## config.mk

```make
export PLATFORM = sky130hd
export DESIGN_NAME = seg_scan_ctrl
export DESIGN_NICKNAME = d
export VERILOG_FILES = /design/src/rtl/seg_scan_ctrl.sv
export SDC_FILE = /design/constraint.sdc
export NUM_CORES = 1
export LEC_CHECK = 0
export ABC_AREA = 1
export CAP_MARGIN = 25
export CORE_UTILIZATION = 57
export DETAILED_ROUTE_END_ITERATION = 6
export PLACE_DENSITY = 0.78
export SLEW_MARGIN = 20
export SYNTH_ARGS = -nofsm -noshare
export SYNTH_HDL_FRONTEND = slang
export SYNTH_SLANG_ARGS = --single-unit
```

## constraint.sdc

```tcl
create_clock -name CLK -period 1.6 [get_ports CLK]
set_input_delay 0.16 -clock CLK [delete_from_list [all_inputs] [get_ports CLK]]
set_output_delay 0.16 -clock CLK [all_outputs]
set_load 0.01 [all_outputs]
```

## src/rtl/seg_scan_ctrl.sv

```systemverilog
// ---------------------------------------------------------------------------
// seg_scan_ctrl
// Multiplexed 4-digit, 7-segment display scanner with a write port.
//
// Each digit gets a slot of DIV clock cycles. The first DEAD cycles of every
// slot are dark. This dead time stops ghosting when the digit enable moves
// from one digit to the next. The value shown in a slot is captured once, at
// the start of the slot, so a write can never change a digit while it is lit.
//
// Parameters
//   DIV   : clock cycles per digit slot (>= 4)
//   DEAD  : dark cycles at the start of each slot (1 <= DEAD <= DIV-2)
//
// Ports
//   CLK     in   clock; all state changes on its rising edge
//   RST     in   synchronous, active-high reset
//   WR_EN   in   write strobe, one write per high cycle, never back-pressured
//   WR_ADDR in   [1:0] digit index to write
//   WR_DATA in   [4:0] {blank, hex value}; blank=1 keeps the digit dark
//   SEG     out  [6:0] segments abcdefg (a = bit 6), active-high, registered
//   DIG     out  [3:0] one-hot digit enable, active-high, registered
//   FRAME   out  one-cycle pulse at the start of each 4-slot scan frame
// ---------------------------------------------------------------------------
module seg_scan_ctrl #(
    parameter int DIV  = 50000,
    parameter int DEAD = 64
) (
    input  logic       CLK,
    input  logic       RST,
    input  logic       WR_EN,
    input  logic [1:0] WR_ADDR,
    input  logic [4:0] WR_DATA,
    output logic [6:0] SEG,
    output logic [3:0] DIG,
    output logic       FRAME
);

    localparam int CW = (DIV > 2) ? $clog2(DIV) : 1;
    localparam logic [CW-1:0] CNT_LAST = CW'(DIV - 1);
    localparam logic [CW-1:0] CNT_DEAD = CW'(DEAD);
    localparam logic [4:0]    BLANK_ZERO = 5'b10000;

    logic [CW-1:0] cnt;
    logic [1:0]    slot;
    logic [4:0]    digitReg [4];
    logic [4:0]    cur;

    logic [6:0]    segNext;
    logic [3:0]    digNext;
    logic          frameNext;

    // Hex to segment pattern, abcdefg with a at bit 6.
    function automatic logic [6:0] decodeHex(input logic [3:0] value);
        logic [6:0] pattern;
        case (value)
            4'h0: pattern = 7'h7E;
            4'h1: pattern = 7'h30;
            4'h2: pattern = 7'h6D;
            4'h3: pattern = 7'h79;
            4'h4: pattern = 7'h33;
            4'h5: pattern = 7'h5B;
            4'h6: pattern = 7'h5F;
            4'h7: pattern = 7'h70;
            4'h8: pattern = 7'h7F;
            4'h9: pattern = 7'h7B;
            4'hA: pattern = 7'h77;
            4'hB: pattern = 7'h1F;
            4'hC: pattern = 7'h4E;
            4'hD: pattern = 7'h3D;
            4'hE: pattern = 7'h4F;
            default: pattern = 7'h47;
        endcase
        return pattern;
    endfunction

    // Digit storage. Writes are always accepted. Reset has priority, so a
    // write in a reset cycle is dropped.
    always_ff @(posedge CLK) begin
        if (RST) begin
            for (int i = 0; i < 4; i++) begin
                digitReg[i] <= BLANK_ZERO;
            end
        end else if (WR_EN) begin
            digitReg[WR_ADDR] <= WR_DATA;
        end
    end

    // Free-running prescaler and slot counter. cur is loaded once per slot,
    // at cnt==0. The load reads digitReg before any write on the same edge
    // takes effect. A write that collides with the capture therefore shows
    // on the next visit to that slot.
    always_ff @(posedge CLK) begin
        if (RST) begin
            cnt  <= '0;
            slot <= 2'd0;
            cur  <= BLANK_ZERO;
        end else begin
            if (cnt == CNT_LAST) begin
                cnt  <= '0;
                slot <= slot + 2'd1;
            end else begin
                cnt <= cnt + 1'b1;
            end
            if (cnt == '0) begin
                cur <= digitReg[slot];
            end
        end
    end

    // Output pattern for the current cycle. The enable stays low during the
    // dead phase and for a blanked digit. DIG therefore always passes through
    // zero between two different digits, and SEG is zero whenever DIG is.
    always_comb begin
        segNext   = 7'h00;
        digNext   = 4'b0000;
        frameNext = (cnt == '0) && (slot == 2'd0);
        if ((cnt >= CNT_DEAD) && !cur[4]) begin
            digNext = 4'b0001 << slot;
            segNext = decodeHex(cur[3:0]);
        end
    end

    // Registered outputs, one cycle behind the counters. This keeps them
    // glitch-free at the pins.
    always_ff @(posedge CLK) begin
        if (RST) begin
            SEG   <= 7'h00;
            DIG   <= 4'b0000;
            FRAME <= 1'b0;
        end else begin
            SEG   <= segNext;
            DIG   <= digNext;
            FRAME <= frameNext;
        end
    end

endmodule
```

Word level (Yosys, flattened, before mapping)
Memory sizes are Yosys's and may differ from the RTL's. A register that Yosys moved wholly into a read port is not among the register bits.
Cells that the tools add are included.
{"block": "totals", "register_bits": 23, "latchBits": 0, "ramBits": 20, "mem_bits_ro": 112, "output_inout_bits": 12, "wordCells": 28, "mem_count": 2}
{"name": "(no name shown)", "depth": 16, "word_bits": 7, "read_ports": 1, "rd_ports_with_merged_regs": 1, "write_ports": 0, "line_no": "55", "rtl": "case (value)"}
{"name": "digitReg", "depth": 4, "word_bits": 5, "read_ports": 1, "rd_ports_with_merged_regs": 1, "write_ports": 4, "line_no": "45", "rtl": "logic [4:0] digitReg [4];"}
{"block": "op_classes", "add_sub_neg": 2, "mul": 0, "n_div": 0, "order_cmp": 1, "eq_ne": 1, "shift": 1, "mux": 8, "n_bitwise": 1, "reduce_logical": 8}
{"op": "16-bit by 1-bit adder with 16-bit output, second input constant", "count": 1}
{"op": "16-bit == test, second input constant", "count": 1}
{"op": "16-bit by 7-bit greater-or-equal comparator with 1-bit output, second input constant", "count": 1}
{"op": "16-bit logical NOT", "count": 1}
{"op": "1-bit 2-to-1 mux", "count": 6}
{"op": "5-bit 2-to-1 mux", "count": 1}
{"op": "5-bit OR reduction", "count": 1}
{"op": "2-bit OR reduction", "count": 2}
{"op": "1-bit by 2-bit << shifter with 4-bit output, first input constant", "count": 1}
{"op": "2-bit by 1-bit adder with 2-bit output, second input constant", "count": 1}
{"op": "1-bit logical AND", "count": 2}
{"op": "2-bit logical NOT", "count": 1}
{"op": "2-bit 2-to-1 mux", "count": 1}
{"op": "1-bit logical NOT", "count": 1}
{"op": "1-bit NOT", "count": 1}

Depth between registers and ports, before layout
Gate-level depths: netlist (run 1).
{"block": "depth", "ltp_word": 5, "ltp_mapped": 8, "mapped_depth_nobuf": 8}

Worst setup path before layout (run 1)
OpenSTA, ideal clock, no wires.
{"block": "synth_path", "path_type": "reg2reg", "startpoint": "reg cnt[0]", "endpoint": "reg cnt[8]", "setup_ns": 0.115, "arrival_time_ns": 1.210, "slack_ns": 0.275, "path_stages_with_launch": 8, "path_buffers": 1, "synth_period_minus_slack_ns": 1.325, "cell_sequence": "dfxtp_1 ha_1 nand3_4 nor2_4 nand2_4 nand2_4 buf_12 nor2_2"}
{"block": "synth_via", "elab_chain_cells": 2, "word_cells_on_any_way": 3, "classes_between": "1 x add/sub; 1 x eq/ne; 1 x reduce/logical"}
{"element": "start: declaration", "line_no": "43", "rtl": "logic [CW-1:0] cnt;"}
{"element": "start signal: assignment", "line_no": "102", "rtl": "cnt <= cnt + 1'b1;"}
{"element": "branches (longest 2 deep; another with 16-bit by 1-bit adder with 16-bit output)"}
Parallel ways; which one is timed is not known.
A chain may end at the register's enable or synchronous reset.

Final worst setup path (run 1)
{"block": "layout_path", "startpoint": "reg cnt[0]", "endpoint": "reg cnt[10]"}
Same word-level chain as after synthesis.

==> metrics.md, run 1 <==
| Metric | Value |
|---|---|
| DRC | 2 |
| Endpoints failing hold | 0 |
| Fill cells | about 350 |
| Critical Path Start Type | flop |
| Max_cap viols | 0 |
| Critical path type | reg2reg |
| Final Setup Violations | 0 |
| Initial core utilization | around three fifths |
| Slew Limit Headroom | approximately three quarters |
| Final design utilization | between 60% and 70% |
| DR pass1 iterations | 7 |
| Max VDD drop | a little under 0.5 mV |
| Largest net degree at the start of global routing | 17 |
| Post-layout minimum cycle time | about 1400 ps |
| Status | finished, violations left |
| First-pass GRT wire length | between 8 and 9 mm |
| Worst setup EP type | flop |
| DRT antenna net count | 0 |
| Hold-fix buffers at CTS | 0 |
| Slowest stage delay, CP | just over 400 ps |
| Routed via count | about 2.2k |
| TritonCTS buffer count | 5 |
| Max H-tree Level | 2 |
| Root buffer cell | clkbuf_8 |
| I/O pin count | 22 |
| Count of input and output buffers | 21 |
| Commonest non-fill, non-tap cell in the layout | nand2_1 |
| Least-Margin Pin Slew | between 300 and 400 ps |
| Area grow syn2layout | 14.46% |
| Worst-skew pair later-pin latency | 310 ps |
| Tightest Hold Check Type | reg2reg |
| Nets@finish | between 300 and 400 |
| RSZ-0062 raised after global routing | false |
| DR vias/cell | approximately 5.2 |
| Clock Skew | between 7 and 8 ps |
| Core box area | around 4500 µm² |
| Post-CTS Setup Bufs | 0 |
| Pwr per Cell Area | 820.5 nW/µm² |
| Post-Route WL | about 5.0 mm |
| Synth unique cells | 30 |
| Seq cells post-synth | 55 |
| Clock Path Buffers | 2 |
| Fmax | just under 700 MHz |
| Post-DP HPWL | 3.738 mm |
| Number of global-route vias before repair | around 2.0k |
| Buf/Inv on CP | 0 |
| Layout cells sized above 1 | between 10 and 15% |
| Antenna Cells | 0 |
| Avg Cell Area, Syn | between 8 and 9 µm² |
| Die area | 5045 µm² |
| Gate Count Post-Synth | ~340 |
| GRT Total Usage | between 20% and 30% |
| Tcrit/Tclk final | 90.05% |
| CP Cell Sequence | ha_1 > nand3_4 > nor2_4 > nand2_4 > nand2_4 > a21oi_1 |
| Critical path fanouts, max | 16 |
| CTS tree | done |
| Initial antenna violation count | 0 |
| Grt total ovfl | 0 |
| Worst EP required | approximately 1800 ps |
| Crit path max-delay family | simple AND/OR/NAND/NOR gates |
| Syn Nets | about 360 |
| GP Congestion | 0.8709 |
| Most frequent CP cell | nand2_4 |
| Sequential share of the synthesized area | 47.90% |
| Commonest cells after routing, fill and taps aside | nand2_1, nor2_1, inv_1, dfxtp_1, nand3_1 |
| Clk pin slew, worst setup/hold paths | approximately 90 ps |
| Drt initial violations | 82 |
| Slowest CP cell | dfxtp_1 |
| Yosys warning count | 0 |
| Setup TNS | 0 ps |
| Clock Sink Count | 55 |
| Violated checks | DRC |
| Die width | 71.03 µm |
| Cts repair resizes | 0 |
| P_leak | around 0.0013 µW |
| Arrival @ worst endpoint | roughly 1600 ps |
| Final Max Tran Viols | 0 |
| Floorplan row count | 24 |
| Synthesized area | ~2700 µm² |
| Die Y | 71.03 µm |
| Routed len/inst | roughly 12 µm |
registers in the layout, summed over array words and instances (netlist names):
name,cells
slot,2
DIG,4
SEG,7
digitReg,20
cnt,16
cur,5
FRAME,1
cells by family (layout without fill, tap and decap cells):
| kind of cell | Yosys count | count (layout) | synth area share (%) |
|---|---|---|---|
| AOI/OAI and AO/OA | 34 | 34 | 6.956 |
| xor gates and xnor gates | 6 | 6 | 1.935 |
| buffers and inverters | 50 | 85 | 7.738 |
| and+or+nand+nor | 183 | 183 | 30.86 |
| adders and majority gates | 10 | 10 | 4.606 |
| DFF | 55 | 55 | 47.90 |
path summary, 6_finish.rpt:
check                           startpoint      end  slack (ps)  cells past startpoint
worst max-delay path                cnt[0]  cnt[10]         160                      6
worst min-delay path                cnt[0]   cnt[0]         500                      1
worst max register to register      cnt[0]  cnt[10]         160                      6
worst min register to register      cnt[0]   cnt[0]         500                      1
area by class of cell:
class	count	area [µm²]	share of cell area [%]
Clock buffer	6	72.57	2.334
Clock inverter	2	7.507	0.2414
Inverter	46	172.7	5.553
Multi-Input combinational cell	233	1205	38.75
Sequential cell	55	1301	41.85
Tap cell	52	65.06	2.093
Timing Repair Buffer	31	285.3	9.175
stage by stage:
stage               total power [µW]  hold slack [ps]  worst slack [ps]  instances  instance area [µm²]
detailed placement              1854            470.9            -41.57        417                 3029
global placement                1844            454.8             26.29        417                 3029
global route                    2661            528.2             47.95        425                 3109
finish                          2551            500.6             159.2        425                 3109
floorplan                       1763            229.1             275.2        338                 2716
CTS                             2554            496.9             154.2        425                 3109
Yosys cell counts:
library cell | n | area (µm²)
a21oi_1 | 20 | 100.1
a21oi_2 | 1 | 8.760
a22oi_1 | 1 | 7.510
buf_12 | 1 | 20.02
buf_2 | 2 | 10.01
buf_4 | 1 | 7.510
clkinv_1 | 2 | 7.510
dfxtp_1 | 35 | 700.7
edfxtp_1 | 20 | 600.6
ha_1 | 10 | 125.1
inv_1 | 43 | 161.4
inv_2 | 1 | 3.750
nand2_1 | 73 | 274.0
nand2_2 | 2 | 12.51
nand2_4 | 2 | 22.52
nand3_1 | 25 | 125.1
nand3_4 | 1 | 17.52
nand3b_1 | 2 | 15.01
nand4_1 | 5 | 31.28
nor2_1 | 50 | 187.7
nor2_2 | 14 | 87.58
nor2_4 | 3 | 33.78
nor3_1 | 5 | 25.02
o211a_1 | 1 | 10.01
o211ai_1 | 2 | 15.01
o21ai_0 | 8 | 40.04
o31ai_1 | 1 | 7.510
or2_2 | 1 | 6.260
xnor2_1 | 3 | 26.28
xor2_1 | 3 | 26.28
where the power goes:
group | switching, µW | total [µW] | internal (µW)
registers | 37.7 | 1550 | 1510
logic | 163 | 277 | 114
clock network | 428 | 728 | 300
total | 628 | 2550 | 1920
per-layer routing:
layer  up-vias  GRT usage (%)  part of all wire, %
li1       1145              -                    -
met1      1000          25.21                   45
met2        43          38.89                   49
met3        11          4.274                  3.3
met4         0          7.111                  1.8
met5         -              0                    0
worst reg2reg max path, stage by stage, from the launching register on:
cell and delay [ps]:
dfxtp_1 410, ha_1 260, nand3_4 130, nor2_4 170
nand2_4 80, nand2_4 220, a21oi_1 70
Power figures use the tool's default switching activity.
==> inputs of run 2 (changes only) <==
--- a/config.mk
+++ b/config.mk
@@ -6,10 +6,11 @@
 export NUM_CORES = 1
 export LEC_CHECK = 0
 export ABC_AREA = 1
-export CAP_MARGIN = 25
+export CORE_MARGIN = 5
 export CORE_UTILIZATION = 57
 export DETAILED_ROUTE_END_ITERATION = 6
 export PLACE_DENSITY = 0.78
+export REMOVE_ABC_BUFFERS = 1
 export SLEW_MARGIN = 20
 export SYNTH_ARGS = -nofsm -noshare
 export SYNTH_HDL_FRONTEND = slang
==> metrics.md, run 2 (same netlist as run 1, synthesis figures left out) <==
| Metric | Value |
|---|---|
| Final Setup Violations | 0 |
| Slowest CP cell | dfxtp_1 |
| Nets@finish | slightly below 400 |
| P_leak | ~0.0013 µW |
| Count of input and output buffers | 21 |
| Max_cap viols | 0 |
| DR pass1 iterations | 4 |
| Critical path fanouts, max | 6 |
| Least-Margin Pin Slew | around 370 ps |
| Critical path type | reg2reg |
| DR vias/cell | slightly above 5 |
| Worst-skew pair later-pin latency | 300 ps |
| Post-DP HPWL | ~3.7 mm |
| Final design utilization | 67.36% |
| Largest net degree at the start of global routing | 17 |
| DP Worst Slack | -44.37 ps |
| Hold-fix buffers at CTS | 0 |
| Cts repair resizes | 0 |
| I/O pin count | 22 |
| Area grow syn2layout | 15.57% |
| Post-CTS Setup Bufs | 0 |
| Max H-tree Level | 2 |
| Clock Skew | about 4.5 ps |
| Met1 GRT Util | between 20% and 30% |
| Initial antenna violation count | 0 |
| Post-Route WL | between 4 and 5 mm |
| Pwr per Cell Area | 865.0 nW/µm² |
| Slew Limit Headroom | around 76% |
| Floorplan row count | 25 |
| CP Cell Sequence | inv_1 > ha_1 > a21oi_1 > o21ai_0 > nand2_1 > nor2_1 |
| Worst EP required | between 1500 and 2000 ps |
| Slowest stage delay, CP | between 400 and 500 ps |
| Reg with most FFs | digitReg |
| Arrival @ worst endpoint | between 1500 and 2000 ps |
| RSZ-0062 raised after global routing | false |
| Final Max Tran Viols | 0 |
| Die Y | between 70 and 80 µm |
| Die area | 6246 µm² |
| Core box area | 4661 µm² |
| DRT antenna net count | 0 |
| Layout cells sized above 1 | 11.26% |
| Worst setup EP type | flop |
| CTS tree | done |
| Global routing's busiest layer | met2 |
| Routed len/inst | around 11 µm |
| Endpoints failing hold | 0 |
| Antenna Cells | 0 |
| Placed Area | 3032 µm² |
| Max reg flops | 20 |
| Critical Path Start Type | flop |
| Clk pin slew, worst setup/hold paths | 90 ps |
| Final WS setup | 186.3 ps |
| Cell area after layout | 3139 µm² |
| Initial core utilization | roughly three fifths |
| Commonest cells after routing, fill and taps aside | nand2_1, nor2_1, inv_1, dfxtp_1, nand3_1 |
| Routed via count | around 2.1k |
| GRT met2 Usage | 31.14% |
| Max VDD drop | between 0.4 and 0.5 mV |
| Clock Sink Count | 55 |
| Die width | around 79 µm |
| Fmax | around 700 MHz |
| GP Congestion | between 0.8 and 0.9 |
| Biggest regs | digitReg (20), cnt (16), SEG (7) |
| Met3 Resource Use GR | ~3.7% |
| Status | completed |
| GRT Total Usage | ~18% |
| Tightest Hold Check Type | reg2reg |
| Clock Path Buffers | 2 |
| First-pass GRT wire length | 8.776 mm |
| TritonCTS buffer count | 5 |
| Drt initial violations | roughly 110 |
| Commonest non-fill, non-tap cell in the layout | nand2_1 |
| Grt total ovfl | 0 |
| Number of global-route vias before repair | 2061 |
| Tcrit/Tclk final | between 80% and 90% |
| Post-layout minimum cycle time | 1414 ps |
| Root buffer cell | clkbuf_8 |
| DRC | 0 |
-- run 2: cell types whose count changed in the layout (fill, tap and decap cells not counted) --
cell       delta
clkinv_2      +1
clkbuf_1      -1
bufinv_16     +1
clkinv_1      -1
-- run 2: path summary, 6_finish.rpt --
check,startpoint,to,slack [ps],cells after the start
max,cur[0],SEG[3],190,6
min,cnt[0],cnt[0],480,1
max reg2reg,cur[0],SEG[3],190,6
min reg2reg,cnt[0],cnt[0],480,1
-- run 2: final cells by class --
type                       count  area, µm²
sequential                    55       1301
inverter                      46      172.7
timing repair buffer          31      285.3
tap                           54      67.56
multi-input combinational    233       1205
clock buffer                   5      68.82
fill                         383       1521
clock inverter                 3      38.79
-- run 2: power by group --
part,internal [µW],switching (µW)
Combinational,114,160
Sequential,1510,36.2
Clock,459,438
-- run 2: per-stage QoR --
step	hold slack (ps)	instances	total power (µW)	setup TNS, ps
global route	508.3	427	2847	0
CTS	482.7	427	2723	0
global placement	453.9	419	1844	0
floorplan	229.1	334	1753	0
detailed placement	458.9	419	1852	-337.7
finish	479.5	427	2715	0
-- run 2: critical path, delay by kind of cell (launching register included) --
kind                       cells  cell delay, ps
DFF                            1             440
AOI/OAI and AO/OA              2             330
adders and majority gates      1             300
buffers and inverters          1             130
and+or+nand+nor                2             120
-- run 2: metal layers --
| metal | part of all wire (%) | wire length, µm | vias up |
|---|---|---|---|
| met3 | 3.5 | 170 | 7 |
| li1 | - | - | 1142 |
| met1 | 46 | 2224 | 969 |
| met4 | 1.4 | 68 | 0 |
| met5 | 0 | 0 | - |
| met2 | 49 | 2365 | 30 |
==> inputs of run 3 (changes only) <==
--- a/config.mk
+++ b/config.mk
@@ -7,9 +7,9 @@
 export LEC_CHECK = 0
 export ABC_AREA = 1
 export CORE_MARGIN = 5
-export CORE_UTILIZATION = 57
+export CORE_UTILIZATION = 52
 export DETAILED_ROUTE_END_ITERATION = 6
-export PLACE_DENSITY = 0.78
+export PLACE_DENSITY = 0.75
 export REMOVE_ABC_BUFFERS = 1
 export SLEW_MARGIN = 20
 export SYNTH_ARGS = -nofsm -noshare
==> constraint.sdc (replaced) <==
create_clock -name CLK -period 1.3 [get_ports CLK]
set_input_delay 0.13 -clock CLK [delete_from_list [all_inputs] [get_ports CLK]]
set_output_delay 0.13 -clock CLK [all_outputs]
set_load 0.01 [all_outputs]
==> metrics.md, run 3 (same netlist as run 1, synthesis figures left out) <==
| Metric | Value |
|---|---|
| Grt total ovfl | 0 |
| Max H-tree Level | 2 |
| Commonest non-fill, non-tap cell in the layout | nand2_1 |
| Core box area | between 5000 and 6000 µm² |
| Tcrit/Tclk final | 96.56% |
| Final Setup Violations | 0 |
| Arrival @ worst endpoint | about 1500 ps |
| Max reg flops | 20 |
| DP Worst Slack | -271.9 ps |
| Slowest stage delay, CP | 380 ps |
| Initial core utilization | 53.53% |
| Nets@finish | 420 |
| Commonest cells after routing, fill and taps aside | nand2_1, nor2_1, inv_1, buf_4, dfxtp_1 |
| Clk pin slew, worst setup/hold paths | between 100 and 150 ps |
| Die Y | ~80 µm |
| RSZ-0062 raised after global routing | true |
| Least-Margin Pin Slew | around 270 ps |
| Die area | ~6800 µm² |
| Root buffer cell | clkbuf_8 |
| Reg with most FFs | digitReg |
| Slowest CP cell | dfxtp_1 |
| Clock Path Buffers | 2 |
| DR pass1 iterations | 4 |
| Layout cells sized above 1 | ~25% |
| Drt initial violations | between 100 and 150 |
| Endpoints failing hold | 0 |
| I/O pin count | 22 |
| First-pass GRT wire length | ~8.8 mm |
| Final Max Tran Viols | 0 |
| Biggest regs | digitReg (20), cnt (16), SEG (7) |
| Crit path max-delay family | simple AND/OR/NAND/NOR gates |
| Count of input and output buffers | 21 |
| Critical path fanouts, max | 5 |
| Setup TNS | 0 ps |
| Routed len/inst | ~12 µm |
| Max VDD drop | about 0.6 mV |
| Final WS setup | between 40 and 50 ps |
| Post-layout minimum cycle time | around 1300 ps |
| Die width | between 80 and 90 µm |
| Post-Route WL | 5.556 mm |
| Max_cap viols | 0 |
| DR vias/cell | around 5 |
| Fmax | 796.6 MHz |
| P_leak | 0.001631 µW |
| Number of global-route vias before repair | approximately 2.1k |
| Clock Sink Count | 55 |
| Critical path type | reg2reg |
| GRT Total Usage | between 15 and 20% |
| Post-DP HPWL | approximately 4.0 mm |
| DRC | 0 |
| Worst-skew pair later-pin latency | ~310 ps |
| Critical Path Start Type | flop |
| Pwr per Cell Area | about 950 nW/µm² |
| CP Cell Sequence | nor2_1 > nand2_1 > nor2_4 > buf_6 > nand3_1 > a21oi_1 |
| Clock Skew | 11.00 ps |
| Area grow syn2layout | 28.74% |
| Initial antenna violation count | 0 |
| CTS tree | done |
| Worst EP required | ~1600 ps |
| TritonCTS buffer count | 5 |
| GP Congestion | between 0.8 and 0.9 |
| Largest net degree at the start of global routing | 19 |
| Status | completed |
| Antenna Cells | 0 |
| Buf/Inv on CP | 1 |
| Floorplan row count | 26 |
| Worst hold slack | 504.9 ps |
| Slew Limit Headroom | between 80 and 90% |
| DRT antenna net count | 0 |
| Routed via count | between 2k and 2.5k |
| Tightest Hold Check Type | reg2reg |
| Worst setup EP type | flop |
==> run 3: changes by cell type in the layout (fill, tap and decap cells not counted), moves of 5 or more <==
cell             change
buf_4               +26
nand2_2              +5
clkdlybuf4s50_1     -12
dfxtp_2              +7
dfxtp_1              -8
dlymetal6s2s_1       +8
nand2_1              -6
==> run 3: cell type report <==
| class | count | area [µm²] |
|---|---|---|
| sequential | 55 | 1314 |
| inverter | 46 | 181.4 |
| clock inverter | 3 | 25.02 |
| tap | 70 | 87.58 |
| multi-input combinational | 233 | 1303 |
| clock buffer | 5 | 68.82 |
| timing repair buffer | 59 | 518.0 |
| fill | 411 | 1578 |
==> run 3: worst reg2reg max path: stages (launching register included) <==
cell	delay, ps
dfxtp_1	380
nor2_1	230
nand2_1	130
nor2_4	130
buf_6	120
nand3_1	80
a21oi_1	120
==> run 3: path summary, 6_finish.rpt <==
check / from / to / slack (ps) / cells after the start
worst max-delay path: cnt[6] / cur[2] / 40 / 6
worst min-delay path: cur[0] / cur[0] / 500 / 2
worst max register to register: cnt[6] / cur[2] / 40 / 6
worst min register to register: cur[0] / cur[0] / 500 / 2
==> run 3: report_power, final <==
part	leakage (µW)	internal, µW	switching (µW)
clock	0.0000443	387	593
sequential	0.000483	1860	39.8
combinational	0.00110	207	250
total	0.00163	2450	883
==> run 3: repair_timing <==
action / CTS / global route
setup endpoints to repair: 17 / 34
gates resized for setup: 8 / 45
hold buffers: 0 / 0
endpoints found under the hold margin: 0 / 0
pin swaps: 1 / 7
buffers inserted: 0 / 4
==> run 3: per-layer routing <==
| metal | vias to the layer above | track usage [%] | part of all wire [%] |
|---|---|---|---|
| met5 | - | 0 | 0 |
| met4 | 0 | 5.814 | 1.3 |
| met3 | 7 | 4.881 | 3.9 |
| met2 | 47 | 31.73 | 52 |
| met1 | 1076 | 18.42 | 43 |
| li1 | 1209 | - | - |
==> run 3: metrics by stage <==
stage / utilization (%) / instances / cell area, µm² / total power (µW)
after floorplan: - / 334 / 2679 / 2158
after global placement: 63.68 / 459 / 3232 / 2319
after detailed placement: 63.68 / 459 / 3232 / 2334
after CTS: 65.73 / 467 / 3336 / 3289
after global routing: 68.91 / 471 / 3497 / 3495
final: 68.91 / 471 / 3497 / 3336
